`src/rtl/dp_acc_pkg.sv`:
```
// rtl/dp_acc_pkg.sv - shared widths and state type for the dot-product accumulator
//
// Purpose : operand and product widths used by the multiplier and the
//           accumulator, plus the accumulator state encoding.
// Contents: OP_W, PROD_W, acc_state_t

package dp_acc_pkg;

    // Operand width of each streamed multiplicand / multiplier.
    localparam int OP_W   = 4;
    // Full unsigned product width of an OP_W x OP_W multiply.
    localparam int PROD_W = 2 * OP_W;

    // ACC_EMPTY: no partial vector held (acc, cnt, ovf all zero).
    // ACC_BUSY : at least one non-last element of a vector has been summed.
    typedef enum logic {
        ACC_EMPTY,
        ACC_BUSY
    } acc_state_t;

endpackage

```
`src/rtl/main.sv`:
```
// rtl/main.sv - 4x4 unsigned combinational multiplier
//
// Purpose : full-precision unsigned product of two OP_W-bit operands.
// Ports   :
//   x  in  OP_W    unsigned multiplicand
//   y  in  OP_W    unsigned multiplier
//   o  out PROD_W  x * y, never truncated

module main
    import dp_acc_pkg::*;
(
    input  logic [OP_W-1:0]   x,
    input  logic [OP_W-1:0]   y,
    output logic [PROD_W-1:0] o
);

    // Both operands widened first so the multiply is evaluated at product width.
    assign o = PROD_W'(x) * PROD_W'(y);

endmodule

```
`src/rtl/dot_product_acc.sv`:
```
// rtl/dot_product_acc.sv - streamed 4-bit multiply-accumulate with vector framing
//
// Purpose : accepts (x, y, last) pairs over valid/ready, multiplies each pair,
//           sums the products of one vector and presents sum/length/overflow
//           on a valid/ready result port.
// Pipeline: stage A (operand reg) -> main multiplier -> stage P (product reg)
//           -> accumulator -> result register.
// Ports   :
//   clk        in   1      rising-edge clock
//   rst_n      in   1      asynchronous active-low reset
//   in_valid   in   1      operand pair valid
//   in_ready   out  1      operand pair can be accepted (combinational)
//   in_x       in   OP_W   unsigned multiplicand
//   in_y       in   OP_W   unsigned multiplier
//   in_last    in   1      final element of its vector
//   out_valid  out  1      result register holds a completed vector
//   out_ready  in   1      downstream consumes the result
//   out_sum    out  ACC_W  sum of products modulo 2^ACC_W
//   out_len    out  LEN_W  element count, saturating at all-ones
//   out_ovf    out  1      some accumulate of the vector carried out of ACC_W

module dot_product_acc
    import dp_acc_pkg::*;
#(
    parameter int ACC_W = 16,
    parameter int LEN_W = 8
) (
    input  logic             clk,
    input  logic             rst_n,
    input  logic             in_valid,
    output logic             in_ready,
    input  logic [OP_W-1:0]  in_x,
    input  logic [OP_W-1:0]  in_y,
    input  logic             in_last,
    output logic             out_valid,
    input  logic             out_ready,
    output logic [ACC_W-1:0] out_sum,
    output logic [LEN_W-1:0] out_len,
    output logic             out_ovf
);

    // Stage A
    logic              a_vld_q,  a_vld_d;
    logic [OP_W-1:0]   a_x_q,    a_x_d;
    logic [OP_W-1:0]   a_y_q,    a_y_d;
    logic              a_last_q, a_last_d;

    // Stage P
    logic              p_vld_q,  p_vld_d;
    logic [PROD_W-1:0] p_prod_q, p_prod_d;
    logic              p_last_q, p_last_d;

    // Accumulator
    acc_state_t        state_q,  state_d;
    logic [ACC_W-1:0]  acc_q,    acc_d;
    logic [LEN_W-1:0]  cnt_q,    cnt_d;
    logic              ovf_q,    ovf_d;

    // Result register
    logic              out_valid_q, out_valid_d;
    logic [ACC_W-1:0]  out_sum_q,   out_sum_d;
    logic [LEN_W-1:0]  out_len_q,   out_len_d;
    logic              out_ovf_q,   out_ovf_d;

    logic [PROD_W-1:0] mul_o;
    logic              stall;
    logic              in_fire;
    logic              consume;
    logic [ACC_W:0]    sum_ext;
    logic [LEN_W-1:0]  cnt_inc;
    logic              ovf_new;

    main u_mul (
        .x (a_x_q),
        .y (a_y_q),
        .o (mul_o)
    );

    // Only a last product can block: it needs the result register, which is
    // busy when a previous result is still unconsumed this cycle.
    assign stall   = p_vld_q && p_last_q && out_valid_q && !out_ready;
    assign in_ready = !a_vld_q || !stall;
    assign in_fire = in_valid && in_ready;
    assign consume = p_vld_q && !stall;

    // One extra bit captures the carry out of the ACC_W-bit sum.
    assign sum_ext = {1'b0, acc_q} + (ACC_W + 1)'(p_prod_q);
    assign cnt_inc = (&cnt_q) ? cnt_q : cnt_q + LEN_W'(1);
    assign ovf_new = ovf_q | sum_ext[ACC_W];

    always_comb begin
        a_vld_d     = a_vld_q;
        a_x_d       = a_x_q;
        a_y_d       = a_y_q;
        a_last_d    = a_last_q;
        p_vld_d     = p_vld_q;
        p_prod_d    = p_prod_q;
        p_last_d    = p_last_q;
        state_d     = state_q;
        acc_d       = acc_q;
        cnt_d       = cnt_q;
        ovf_d       = ovf_q;
        out_valid_d = out_valid_q;
        out_sum_d   = out_sum_q;
        out_len_d   = out_len_q;
        out_ovf_d   = out_ovf_q;

        // Stage A: load on handshake; otherwise it empties whenever the
        // pipeline advances (its content has moved into P).
        if (in_fire) begin
            a_vld_d  = 1'b1;
            a_x_d    = in_x;
            a_y_d    = in_y;
            a_last_d = in_last;
        end else if (!stall) begin
            a_vld_d  = 1'b0;
        end

        // Stage P: captures the multiplier output whenever not stalled.
        if (!stall) begin
            p_vld_d  = a_vld_q;
            p_prod_d = mul_o;
            p_last_d = a_last_q;
        end

        // Pop first; a same-edge load below overrides it and keeps valid high.
        if (out_valid_q && out_ready) begin
            out_valid_d = 1'b0;
        end

        if (consume) begin
            if (p_last_q) begin
                out_valid_d = 1'b1;
                out_sum_d   = sum_ext[ACC_W-1:0];
                out_len_d   = cnt_inc;
                out_ovf_d   = ovf_new;
                state_d     = ACC_EMPTY;
                acc_d       = '0;
                cnt_d       = '0;
                ovf_d       = 1'b0;
            end else begin
                state_d     = ACC_BUSY;
                acc_d       = sum_ext[ACC_W-1:0];
                cnt_d       = cnt_inc;
                ovf_d       = ovf_new;
            end
        end
    end

    always_ff @(posedge clk or negedge rst_n) begin
        if (!rst_n) begin
            a_vld_q     <= 1'b0;
            a_x_q       <= '0;
            a_y_q       <= '0;
            a_last_q    <= 1'b0;
            p_vld_q     <= 1'b0;
            p_prod_q    <= '0;
            p_last_q    <= 1'b0;
            state_q     <= ACC_EMPTY;
            acc_q       <= '0;
            cnt_q       <= '0;
            ovf_q       <= 1'b0;
            out_valid_q <= 1'b0;
            out_sum_q   <= '0;
            out_len_q   <= '0;
            out_ovf_q   <= 1'b0;
        end else begin
            a_vld_q     <= a_vld_d;
            a_x_q       <= a_x_d;
            a_y_q       <= a_y_d;
            a_last_q    <= a_last_d;
            p_vld_q     <= p_vld_d;
            p_prod_q    <= p_prod_d;
            p_last_q    <= p_last_d;
            state_q     <= state_d;
            acc_q       <= acc_d;
            cnt_q       <= cnt_d;
            ovf_q       <= ovf_d;
            out_valid_q <= out_valid_d;
            out_sum_q   <= out_sum_d;
            out_len_q   <= out_len_d;
            out_ovf_q   <= out_ovf_d;
        end
    end

    assign out_valid = out_valid_q;
    assign out_sum   = out_sum_q;
    assign out_len   = out_len_q;
    assign out_ovf   = out_ovf_q;

endmodule
```
`config.mk`:
```
export PLATFORM = sky130hd
export DESIGN_NAME = dot_product_acc
export DESIGN_NICKNAME = d
export VERILOG_FILES = /design/src/rtl/dp_acc_pkg.sv /design/src/rtl/main.sv /design/src/rtl/dot_product_acc.sv
export SDC_FILE = /design/constraint.sdc
export NUM_CORES = 1
export LEC_CHECK = 0
export CELL_PAD_IN_SITES_DETAIL_PLACEMENT = 1
export CELL_PAD_IN_SITES_GLOBAL_PLACEMENT = 2
export CORE_MARGIN = 2
export CORE_UTILIZATION = 26
export DETAILED_ROUTE_END_ITERATION = 16
export DONT_BUFFER_PORTS = 1
export PLACE_DENSITY_LB_ADDON = 0.08
export REMOVE_ABC_BUFFERS = 1
export SLEW_MARGIN = 20
export SYNTH_ARGS = -nofsm -noshare
export SYNTH_HDL_FRONTEND = slang
export SYNTH_HIERARCHICAL = 1
export SYNTH_SLANG_ARGS = --single-unit
```
`constraint.sdc`:
```
create_clock -name clk -period 6.7 [get_ports clk]
set_clock_uncertainty 0.2 [all_clocks]
set_input_delay 1.005 -clock clk [delete_from_list [all_inputs] [get_ports clk]]
set_output_delay 1.005 -clock clk [all_outputs]
set_load 0.05 [all_outputs]
```
* Word-level counts from Yosys, hierarchy flattened *
Cells that the tools add are included.

operators by class
  reductions and logical operators = 12
  $lt $le $gt $ge = 0
  shifts and indexed selects = 0
  bitwise operators = 1
  multipliers = 1
  add/sub/neg operators = 2
  equality and inequality tests = 1
  multiplexer cells = 9
  divide/modulo/power cells = 0

operator list
  cell                                                    count
  adder 16 x 8 -> 17 bit                                  1
  2-to-1 mux 16 bit                                       1
  2-to-1 mux 8 bit                                        2
  adder 8 x 1 -> 8 bit (second input constant)            1
  multiplier 4 x 4 -> 8 bit                               1
  AND reduction 8 bit                                     1
  logical AND 1 bit                                       6
  2-to-1 mux 1 bit                                        6
  zero test 1 bit                                         3
  inequality test 2 x 1 -> 1 bit (second input constant)  1
  AND reduction 2 bit                                     1
  logical OR 1 bit                                        1
  OR 1 bit                                                1

word-level totals
  memories kept = 0
  latch bits = 0
  register bits after elaboration = 71
  bits in writable memories = 0
  bits in read-only memories = 0
  input port bits = 13

* Logic depth before layout (Yosys ltp) *
Gate-level depths: netlist of run 1.

  depth in word-level cells = 7
  mapped depth = 10

* Modules after synthesis *
Netlist of run 1, hierarchy kept.

by module, submodules not included
  module           cells an instance  area each (um^2)  times used
  dot_product_acc  337                3380.7            1
  main             51                 447.9             1

* Worst setup path before layout of run 1 *
No wires, ideal clock.

  kind = input to output
  from = in out_ready
  to = out in_ready
  stages on the path = 3
  data required time = 5.495 ns
  setup slack = 3.629 ns
  arrival time = 1.866 ns
  buffers on the path = 0
  path through = or3_1 -> clkinv_1 -> nand2_1

on the way
  longest elaborated chain between the ends = 4

RTL lines
  what               RTL line               source
  start, declared    dot_product_acc.sv:36  input logic out_ready,
  zero test 1 bit    dot_product_acc.sv:81  assign stall = p_vld_q && p_last_q && out_valid_q && !out_ready;
  logical AND 1 bit  dot_product_acc.sv:81
  zero test 1 bit    n/a
  logical OR 1 bit   dot_product_acc.sv:82  assign in_ready = !a_vld_q || !stall;
  end, declared      dot_product_acc.sv:31  output logic in_ready,

No other way between the ends.

* Worst setup path in the final report of run 1 *
  from = reg p_last_q
  to = out in_ready

on the way
  longest elaborated chain between the ends = 5

RTL lines
  what                             RTL line                source
  start, declared                  dot_product_acc.sv:51   logic p_last_q, p_last_d;
  start signal, assigned           dot_product_acc.sv:174  p_last_q <= p_last_d;
  logical AND 1 bit (3 in series)  dot_product_acc.sv:81
  zero test 1 bit                  n/a
  logical OR 1 bit                 dot_product_acc.sv:82

No other way between the ends.

==> flow_metrics.py, run 1 <==
metrics = {
    "outcome": {
        "outcome": "finished clean",
    },
    "timing": {
        "slew_violations": 0,
        "hold_viol_final": 0,
        "slew_headroom_pct": 61.8,
        "rsz0062_at_grt": "no",
        "max_freq_ghz": 0.280,
        "min_period_over_period_pct": 53.3,
        "fin_ws_ns": 3.13,
        "tightestPinTransition_ns": 0.573,
        "finalSetupTns_ns": 0,
        "setup_viol": 0,
        "min_period_ns": 3.57,
    },
    "critical_path": {
        "path_max_fanout": 14,
        "slowest_delay_ns": 0.59,
        "required_ns": 5.49,
        "crit_path_end": "in_ready",
        "cpMaxStageDelayCell": "dfrtp_1",
        "end_kind": "output pin",
        "arrival_ns": 2.36,
        "rr_endpoint": "p_prod_q[7]",
        "cpMostUsedCell": "nand2_1",
        "critPathKind": "register to output pin",
        "worstPathCellList": "nand2_1, or3_1, clkinv_1, nand2_1",
        "reg2reg_depth": 10,
        "reg2reg_slack_ns": 3.62,
        "r2r-start": "a_x_q[0]",
        "crit_path_start": "p_last_q",
        "start_kind": "register",
    },
    "routing": {
        "drtPass1Iterations": 4,
        "drtIter0Drc": 87,
        "ant_nets": 0,
        "routed_via_density": 4.79,
        "routed_wl_um": 9430,
        "vias": 2752,
        "wl_per_cell_um": 16.4,
        "drc": 0,
    },
    "clocking": {
        "clock_sinks": 71,
        "cts_max_path_buffers": 2,
        "hold_buffers": 0,
        "clkLatencyLatePin_ns": 0.35,
        "htreeDepth": 3,
        "cts-root-buf": "clkbuf_16",
        "tritoncts": "yes",
        "cts_setup_buffers": 0,
        "cts_resized": 0,
        "cts.clk_slew.worst_paths_ns": 0.06,
        "numCtsBuffers": 9,
    },
    "grt": {
        "grt_max_degree": 72,
        "track_usage_pct": 12.9,
        "grt_pass1_vias": 2962,
        "grt_pass1_wl_um": 15600,
        "antenna_found_initial": 0,
        "grt-ovfl-total": 0,
    },
    "place": {
        "dp_hpwl_um": 6460,
        "port_buffers": 0,
        "gp_congestion": 0.735,
        "place_worst_setup_slack_ns": 3.17,
    },
    "power_and_ir_drop": {
        "leakage_nw": 1.94,
        "p_per_area_nw_per_um2": 397,
        "ir_drop_mv": 0.153,
    },
    "min_path": {
        "hold_class": "primary input to async pin",
    },
    "floorplan": {
        "dieHeight_um": 125,
        "die-area_um2": 15700,
        "initial_core_util_pct": 26.4,
        "io-pin-count": 40,
        "die_w_um": 125,
        "fp-row-count": 44,
        "coreArea_um2": 14500,
    },
    "cells_and_area": {
        "nFillCells": 1661,
        "final_layout_size_suffix_gt1_share_pct": 9.21,
        "regArea_um2": 1780,
        "syn2layout_area_growth_pct": 11.9,
        "nets": 425,
        "multi_input_area_um2": 1950,
        "antenna-diode-count": 0,
    },
    "synth": {
        "ys_types": 50,
        "synth.cell_area_um2": 3830,
        "synth_seq_cells": 71,
        "synth_cells": 388,
        "ys.flop_type": "dfrtp_1",
        "postSynthAreaPerCell_um2": 9.87,
        "async_reset_ff_share_pct": 100,
        "synth_warnings": 6,
        "seq_area_frac_synth_pct": 46.4,
        "synth_edf_count": 0,
    },
    "run": {
        "drv_cap": 0,
    },
}
-- layout make-up --
cell class	instances	area share (%)
clock buffer	11	5.90
clock inverter	5	0.759
inverter	8	0.701
multi-input combinational	295	45.6
sequential	71	41.5
tap	184	5.37
timing repair buffer	1	0.175
-- state kept, by name, indices dropped and copies added, names as in the netlist --
name,count
acc_q,16
out_sum,16
cnt_q,8
out_len,8
p_prod_q,8
a_x_q,4
a_y_q,4
a_last_q,1
a_vld_q,1
out_ovf,1
out_valid,1
ovf_q,1
p_last_q,1
p_vld_q,1
-- per-stage QoR --
step	utilization [%]	total power, mW	instances	instance area [um2]	hold WS [ns]
after floorplan	-	1.12	374	3760	0.228
after global placement	27.6	1.25	559	4000	0.240
after detailed placement	27.6	1.26	559	4000	0.248
after CTS	29.6	1.74	575	4280	0.136
after global routing	29.6	1.83	575	4280	0.129
final	29.6	1.70	575	4280	0.151
-- cell families after synthesis --
kind of cell	after synthesis	synth area share, %
mux	18	5.13
xor+xnor	19	4.35
simple gates	143	18.3
flops	71	46.4
compound gates	89	13.8
fa+ha+maj	26	9.48
buf+inv	22	2.55
-- worst min-delay path by stage --
stage	slack (ns)	endpoint	cells past startpoint	startpoint
after global placement	0.24	p_last_q	1	a_last_q
after detailed placement	0.25	p_last_q	1	a_last_q
final	0.15	out_ovf	0	rst_n
after floorplan	0.23	p_last_q	1	a_last_q
after global routing	0.13	out_ovf	0	rst_n
after CTS	0.14	acc_q[12]	0	rst_n
-- worst max-delay path: cells and delay by family, from the launching register on --
family        cells  cell delay, ns
simple gates      3            1.07
flops             1            0.59
buf+inv           1            0.36
-- report_power, final --
group / switching [mW] / internal [mW] / total [mW]
clock: 0.194 / 0.269 / 0.464
sequential: 0.258 / 0.534 / 0.792
combinational: 0.256 / 0.189 / 0.445
-- cells in the final DEF, fill, tap and decap left out, types with 3 or more instances in the layout --
cell / instances
inv_1: 7
clkinvlp_4: 3
o21ai_1: 9
a21o_1: 5
xnor2_1: 8
o31ai_1: 3
nor3_1: 3
nand3b_1: 3
mux2i_1: 5
nor3b_1: 3
o211ai_1: 3
and2_1: 14
ha_1: 21
fa_1: 5
a21oi_1: 15
dfrtp_1: 71
nor2_1: 11
nand2b_1: 3
mux2_2: 13
nor2b_1: 4
nand3_1: 7
o21ai_0: 37
clkbuf_16: 9
a31oi_1: 4
nand2_1: 76
xor2_1: 11
or3_1: 3
and3_1: 6
-- Yosys cell counts, types with 2 or more instances --
master,number,area [um2]
nand2_1,76,285
dfrtp_1,71,1780
o21ai_0,37,185
ha_1,21,263
a21oi_1,15,75.1
and2_1,14,87.6
mux2_2,13,146
nor2_1,11,41.3
xor2_1,11,96.3
o21ai_1,9,45.0
xnor2_1,8,70.1
inv_1,7,26.3
nand3_1,7,35.0
and3_1,6,37.5
buf_2,6,30.0
clkbuf_1,6,22.5
a21o_1,5,37.5
fa_1,5,100
mux2i_1,5,50.1
a31oi_1,4,25.0
nor2b_1,4,25.0
nand2b_1,3,18.8
nand3b_1,3,22.5
nor3_1,3,15.0
nor3b_1,3,22.5
o211ai_1,3,22.5
o31ai_1,3,22.5
or3_1,3,18.8
a22o_1,2,17.5
buf_4,2,15.0
nand4_1,2,12.5
o311ai_0,2,17.5
-- metal layers --
metal	global-route usage, %	wire length [um]	up-vias
li1	-	-	1341
met1	16.6	4660	1358
met2	20.3	4260	43
met3	4.45	373	10
met4	4.12	129	0
met5	0	0	-
Power figures use the tool's default switching activity.
==> inputs of run 2 (changes only) <==
==> constraint.sdc (replaced) <==
create_clock -name clk -period 3.05 [get_ports clk]
set_clock_uncertainty 0.2 [all_clocks]
set_input_delay 0.4575 -clock clk [delete_from_list [all_inputs] [get_ports clk]]
set_output_delay 0.4575 -clock clk [all_outputs]
set_load 0.05 [all_outputs]
==> run 2 against run 1 <==
Effect of this change: power grew 130%; count of clock-buffer cells in the layout is the same; global-route usage shrank 0.19 points; first-iteration DRC count grew 16%; worst hold slack lost 0.12 ns; utilization grew 1.4 points; critical path depth grew 6; clock power grew 130%; final cell count grew 2.6%; critical path type is now register to register; largest cell class unchanged; largest power group unchanged; highest routed layer unchanged.
==> flow_metrics.py, run 2 (synthesis gave the netlist of run 1 again) <==
metrics = {
    "outcome": {
        "outcome": "finished clean",
    },
    "clocking": {
        "clock_sinks": 71,
        "cts-root-buf": "clkbuf_16",
        "htreeDepth": 3,
        "tritoncts": "yes",
        "cts.clk_slew.worst_paths_ns": 0.06,
        "clkLatencyLatePin_ns": 0.34,
        "cts_setup_buffers": 0,
        "cts_max_path_buffers": 2,
        "numCtsBuffers": 9,
    },
    "floorplan": {
        "io-pin-count": 40,
        "fp-row-count": 44,
        "initial_core_util_pct": 26.4,
        "die_w_um": 125,
        "die-area_um2": 15700,
        "dieHeight_um": 125,
        "coreArea_um2": 14500,
    },
    "critical_path": {
        "start_kind": "register",
        "required_ns": 3.13,
        "crit_path_end": "p_prod_q[6]",
        "r2r-start": "a_y_q[3]",
        "reg2reg_depth": 10,
        "arrival_ns": 2.96,
        "path_max_fanout": 2,
        "reg2reg_slack_ns": 0.17,
        "crit_path_start": "a_y_q[3]",
        "rr_endpoint": "p_prod_q[6]",
        "end_kind": "register",
        "critPathKind": "register to register",
    },
    "routing": {
        "drc": 0,
        "ant_nets": 0,
        "routed_wl_um": 9440,
        "drtIter0Drc": 101,
        "vias": 2822,
        "drtPass1Iterations": 4,
        "routed_via_density": 4.78,
        "wl_per_cell_um": 16.0,
    },
    "cells_and_area": {
        "syn2layout_area_growth_pct": 17.1,
        "antenna-diode-count": 0,
        "nets": 441,
        "stdcell_count": 590,
        "multi_input_area_um2": 1970,
        "final_layout_size_suffix_gt1_share_pct": 12.6,
        "regArea_um2": 1780,
        "final_core_util_pct": 31.0,
        "final_cell_mix": "75 x nand2_1, 71 x dfrtp_1, 37 x o21ai_0, 20 x ha_1, 15 x a21oi_1",
        "nFillCells": 1664,
        "final_common_cell": "nand2_1",
    },
    "timing": {
        "rsz0062_at_grt": "no",
        "hold_viol_final": 0,
        "setup_viol": 0,
        "min_period_ns": 2.88,
        "max_freq_ghz": 0.347,
        "min_period_over_period_pct": 94.4,
        "slew_violations": 0,
        "tightestPinTransition_ns": 0.501,
        "fin_ws_ns": 0.170,
        "slew_headroom_pct": 66.6,
        "finalSetupTns_ns": 0,
    },
    "place": {
        "dp.cells": 572,
        "port_buffers": 0,
        "place_worst_setup_slack_ns": 0.0528,
        "dp_hpwl_um": 6800,
        "gp_congestion": 0.773,
    },
    "power_and_ir_drop": {
        "p_total_mw": 3.87,
        "p_per_area_nw_per_um2": 863,
        "leakage_nw": 2.05,
        "ir_drop_mv": 0.246,
    },
    "min_path": {
        "hold_class": "primary input to register",
    },
    "grt": {
        "grt_max_degree": 72,
        "antenna_found_initial": 0,
        "grt_pass1_vias": 2986,
        "grt-ovfl-total": 0,
        "grt_pass1_wl_um": 15600,
        "track_usage_pct": 12.7,
    },
    "run": {
        "drv_cap": 0,
    },
}
## run 2: metal layers
metal  up-vias  wire, um  share of wire (%)  GRT usage, %
li1       1379         -                  -             -
met1      1384      4720                 50          17.3
met2        51      4170                 44          19.5
met3         8       434                4.6          3.72
met4         0       110                1.2          3.92
met5         -         0                  0             0
## run 2: repair_timing
| item | 4_1_cts | 5_1_grt |
|---|---|---|
| endpoints found under the setup margin | 0 | 2 |
| hold buffers | 3 | 0 |
| resized for setup | 0 | 2 |
| endpoints found under the hold margin | 72 | 0 |
## run 2: layout make-up
class,instances,area share (%)
clock buffer,11,5.64
clock inverter,4,1.01
inverter,8,0.670
multi-input combinational,295,43.9
sequential,71,39.6
tap,184,5.14
timing repair buffer,17,3.96
## run 2: critical path, cell delays in order, from the launching register on
cell     delay, ns
dfrtp_1       0.35
nand2_1       0.08
fa_1          0.53
inv_1         0.05
fa_1          0.49
fa_1          0.48
a21o_2        0.22
a21oi_1       0.16
xnor2_1       0.13
nand2_1       0.06
nand2_1       0.06
## run 2: worst min-delay path by stage
stage               startpoint          to  slack [ns]  cells past startpoint
floorplan                rst_n    a_last_q       -0.04                      0
global placement         rst_n  out_sum[3]       -0.03                      0
detailed placement       rst_n  out_sum[2]       -0.03                      0
CTS                   in_valid     a_vld_q        0.02                      1
global route          in_valid     a_vld_q        0.04                      1
finish                in_valid     a_vld_q        0.03                      1
## run 2: through the flow
step / hold WS (ns) / area (um2)
after CTS: 0.0175 / 4470
after global routing: 0.0436 / 4480
after global placement: -0.0347 / 4120
after detailed placement: -0.0342 / 4120
final: 0.0342 / 4480
after floorplan: -0.0381 / 3760
## run 2: report_power, final
part	switching (mW)	internal (mW)
Sequential	0.547	1.17
Clock	0.400	0.669
Combinational	0.614	0.466
Total	1.56	2.31
==> inputs of run 3 (changes only) <==
--- a/config.mk
+++ b/config.mk
@@ -11,7 +11,7 @@
 export CORE_UTILIZATION = 26
 export DETAILED_ROUTE_END_ITERATION = 16
 export DONT_BUFFER_PORTS = 1
-export PLACE_DENSITY_LB_ADDON = 0.08
+export PLACE_DENSITY = 0.6
 export REMOVE_ABC_BUFFERS = 1
 export SLEW_MARGIN = 20
 export SYNTH_ARGS = -nofsm -noshare
==> run 3 against run 2 <==
Effect of this change: first-iteration DRC count shrank 19%; critical endpoint is now p_prod_q[7]; fmax grew 0.39%; worst setup slack gained 0.011 ns.
==> flow_metrics.py, run 3 (synthesis gave the netlist of run 1 again) <==
metrics = {
    "power_and_ir_drop": {
        "ir_drop_mv": 0.454,
        "p_seq_share_pct": 44.5,
        "leakage_nw": 2.04,
        "power_frac_comb_pct": 27.8,
        "p_clk_share_pct": 27.7,
        "p_int_mw": 2.28,
        "switching_share_pct": 41.1,
        "p_switching_mw": 1.59,
        "p_per_area_nw_per_um2": 868,
    },
    "cells_and_area": {
        "final_common_cell": "nand2_1",
        "nets": 441,
        "final_cell_mix": "76 x nand2_1, 71 x dfrtp_1, 37 x o21ai_0, 20 x ha_1, 15 x a21oi_1",
        "final_layout_size_suffix_gt1_share_pct": 12.8,
        "syn2layout_area_growth_pct": 16.5,
        "regArea_um2": 1780,
        "nFillCells": 1660,
        "multi_input_area_um2": 1970,
        "antenna-diode-count": 0,
    },
    "routing": {
        "routed_via_density": 4.76,
        "routed_wl_um": 9130,
        "drtPass1Iterations": 4,
        "drc": 0,
        "drtIter0Drc": 82,
        "wl_per_cell_um": 15.5,
        "ant_nets": 0,
        "vias": 2811,
    },
    "run": {
        "drv_cap": 0,
    },
    "clocking": {
        "clkLatencyLatePin_ns": 0.34,
        "numCtsBuffers": 9,
        "htreeDepth": 3,
        "cts_max_path_buffers": 2,
        "clock_sinks": 71,
        "cts.clk_slew.worst_paths_ns": 0.06,
        "tritoncts": "yes",
        "cts-root-buf": "clkbuf_16",
    },
    "critical_path": {
        "reg2reg_depth": 10,
        "r2r-start": "a_x_q[1]",
        "reg2reg_slack_ns": 0.18,
        "path_max_fanout": 4,
        "arrival_ns": 2.95,
        "rr_endpoint": "p_prod_q[7]",
        "critPathKind": "register to register",
        "start_kind": "register",
        "required_ns": 3.13,
        "end_kind": "register",
    },
    "floorplan": {
        "initial_core_util_pct": 26.4,
        "dieHeight_um": 125,
        "coreArea_um2": 14500,
        "io-pin-count": 40,
        "die_w_um": 125,
        "die-area_um2": 15700,
        "fp-row-count": 44,
    },
    "timing": {
        "slew_violations": 0,
        "min_period_ns": 2.87,
        "rsz0062_at_grt": "no",
        "max_freq_ghz": 0.349,
        "tightestPinTransition_ns": 0.496,
        "slew_headroom_pct": 66.9,
        "hold_slack_ns": 0.0188,
        "setup_viol": 0,
        "min_period_over_period_pct": 94.1,
        "finalSetupTns_ns": 0,
        "hold_viol_final": 0,
    },
    "outcome": {
        "outcome": "finished clean",
    },
    "grt": {
        "grt_max_degree": 72,
        "grt_pass1_wl_um": 15800,
        "track_usage_pct": 12.7,
        "grt_pass1_vias": 3140,
        "grt-ovfl-total": 0,
        "antenna_found_initial": 0,
    },
    "min_path": {
        "worstHoldEndpoint": "a_vld_q",
        "min-delay-start": "in_valid",
        "hold_depth": 1,
        "hold_class": "primary input to register",
    },
    "place": {
        "gp_congestion": 0.769,
        "dp_hpwl_um": 6340,
        "port_buffers": 0,
    },
}
run 3: changes by cell type in the layout (fill, tap and decap cells not counted):
cell,previous run,this run
buf_12,2,0
buf_4,12,14
clkbuf_1,0,1
clkbuf_8,2,1
clkinv_2,3,2
clkinv_4,0,2
fa_1,5,3
fa_2,0,2
nand2_1,75,76
nand2_2,2,1
run 3: per-stage QoR:
stage	setup slack (ns)	total power [mW]	utilization, %	std cells	cell area (um2)
final	0.181	3.87	30.8	591	4460
after global routing	0.0395	4.18	30.8	591	4460
after CTS	0.0244	3.92	30.5	588	4420
after detailed placement	0.0320	2.79	28.1	569	4070
after global placement	0.101	2.76	28.1	569	4070
after floorplan	0.177	2.45	-	374	3760
run 3: timing repair:
action / 4_1_cts / 5_1_grt
resized for setup: 0 / 3
hold buffers: 3 / 0
endpoints found under the hold margin: 72 / 0
setup endpoints to repair: 0 / 2
setup buffers: 0 / 3
run 3: metal layers:
layer	share of wire (%)	track usage [%]	vias to the layer above	routed length [um]
met5	0	0	-	0
met2	45	19.6	43	4110
li1	-	-	1380	-
met4	1.6	4.71	0	149
met1	49	16.8	1376	4490
met3	4.1	3.89	12	377
run 3: worst max-delay path by stage:
stage | depth (start not counted) | from | slack [ns] | end
after global placement | 10 | a_y_q[3] | 0.10 | p_prod_q[7]
after global routing | 10 | a_x_q[1] | 0.04 | p_prod_q[7]
after detailed placement | 10 | a_y_q[3] | 0.03 | p_prod_q[7]
after CTS | 10 | a_y_q[3] | 0.02 | p_prod_q[6]
final | 10 | a_x_q[1] | 0.18 | p_prod_q[7]
after floorplan | 10 | a_x_q[0] | 0.18 | p_prod_q[7]
run 3: critical path: stages (launching register included):
cell and delay, ns:
dfrtp_1 0.39, buf_4 0.13, and2_1 0.16, fa_1 0.47
ha_1 0.31, ha_1 0.36, o21ai_1 0.09, or4b_1 0.47
o2111ai_1 0.10, nand2_1 0.07, nand2_1 0.06
run 3: area by class of cell:
cell class              count  share of cell area [%]
clock buffers              11                    5.44
clock inverters             5                    1.29
inverters                   8                   0.673
multi-input cells         295                    44.2
flip-flops and latches     71                    39.8
well taps                 184                    5.16
repair buffers             17                    3.42
run 3: power by group through the flow:
| stage | clock [mW] | sequential [mW] | combinational, mW |
|---|---|---|---|
| after detailed placement | 0 | 1.75 | 1.04 |
| after global placement | 0 | 1.74 | 1.02 |
| after CTS | 1.11 | 1.73 | 1.08 |
| after floorplan | 0 | 1.69 | 0.759 |
| after global routing | 1.16 | 1.77 | 1.25 |
| final | 1.07 | 1.72 | 1.08 |
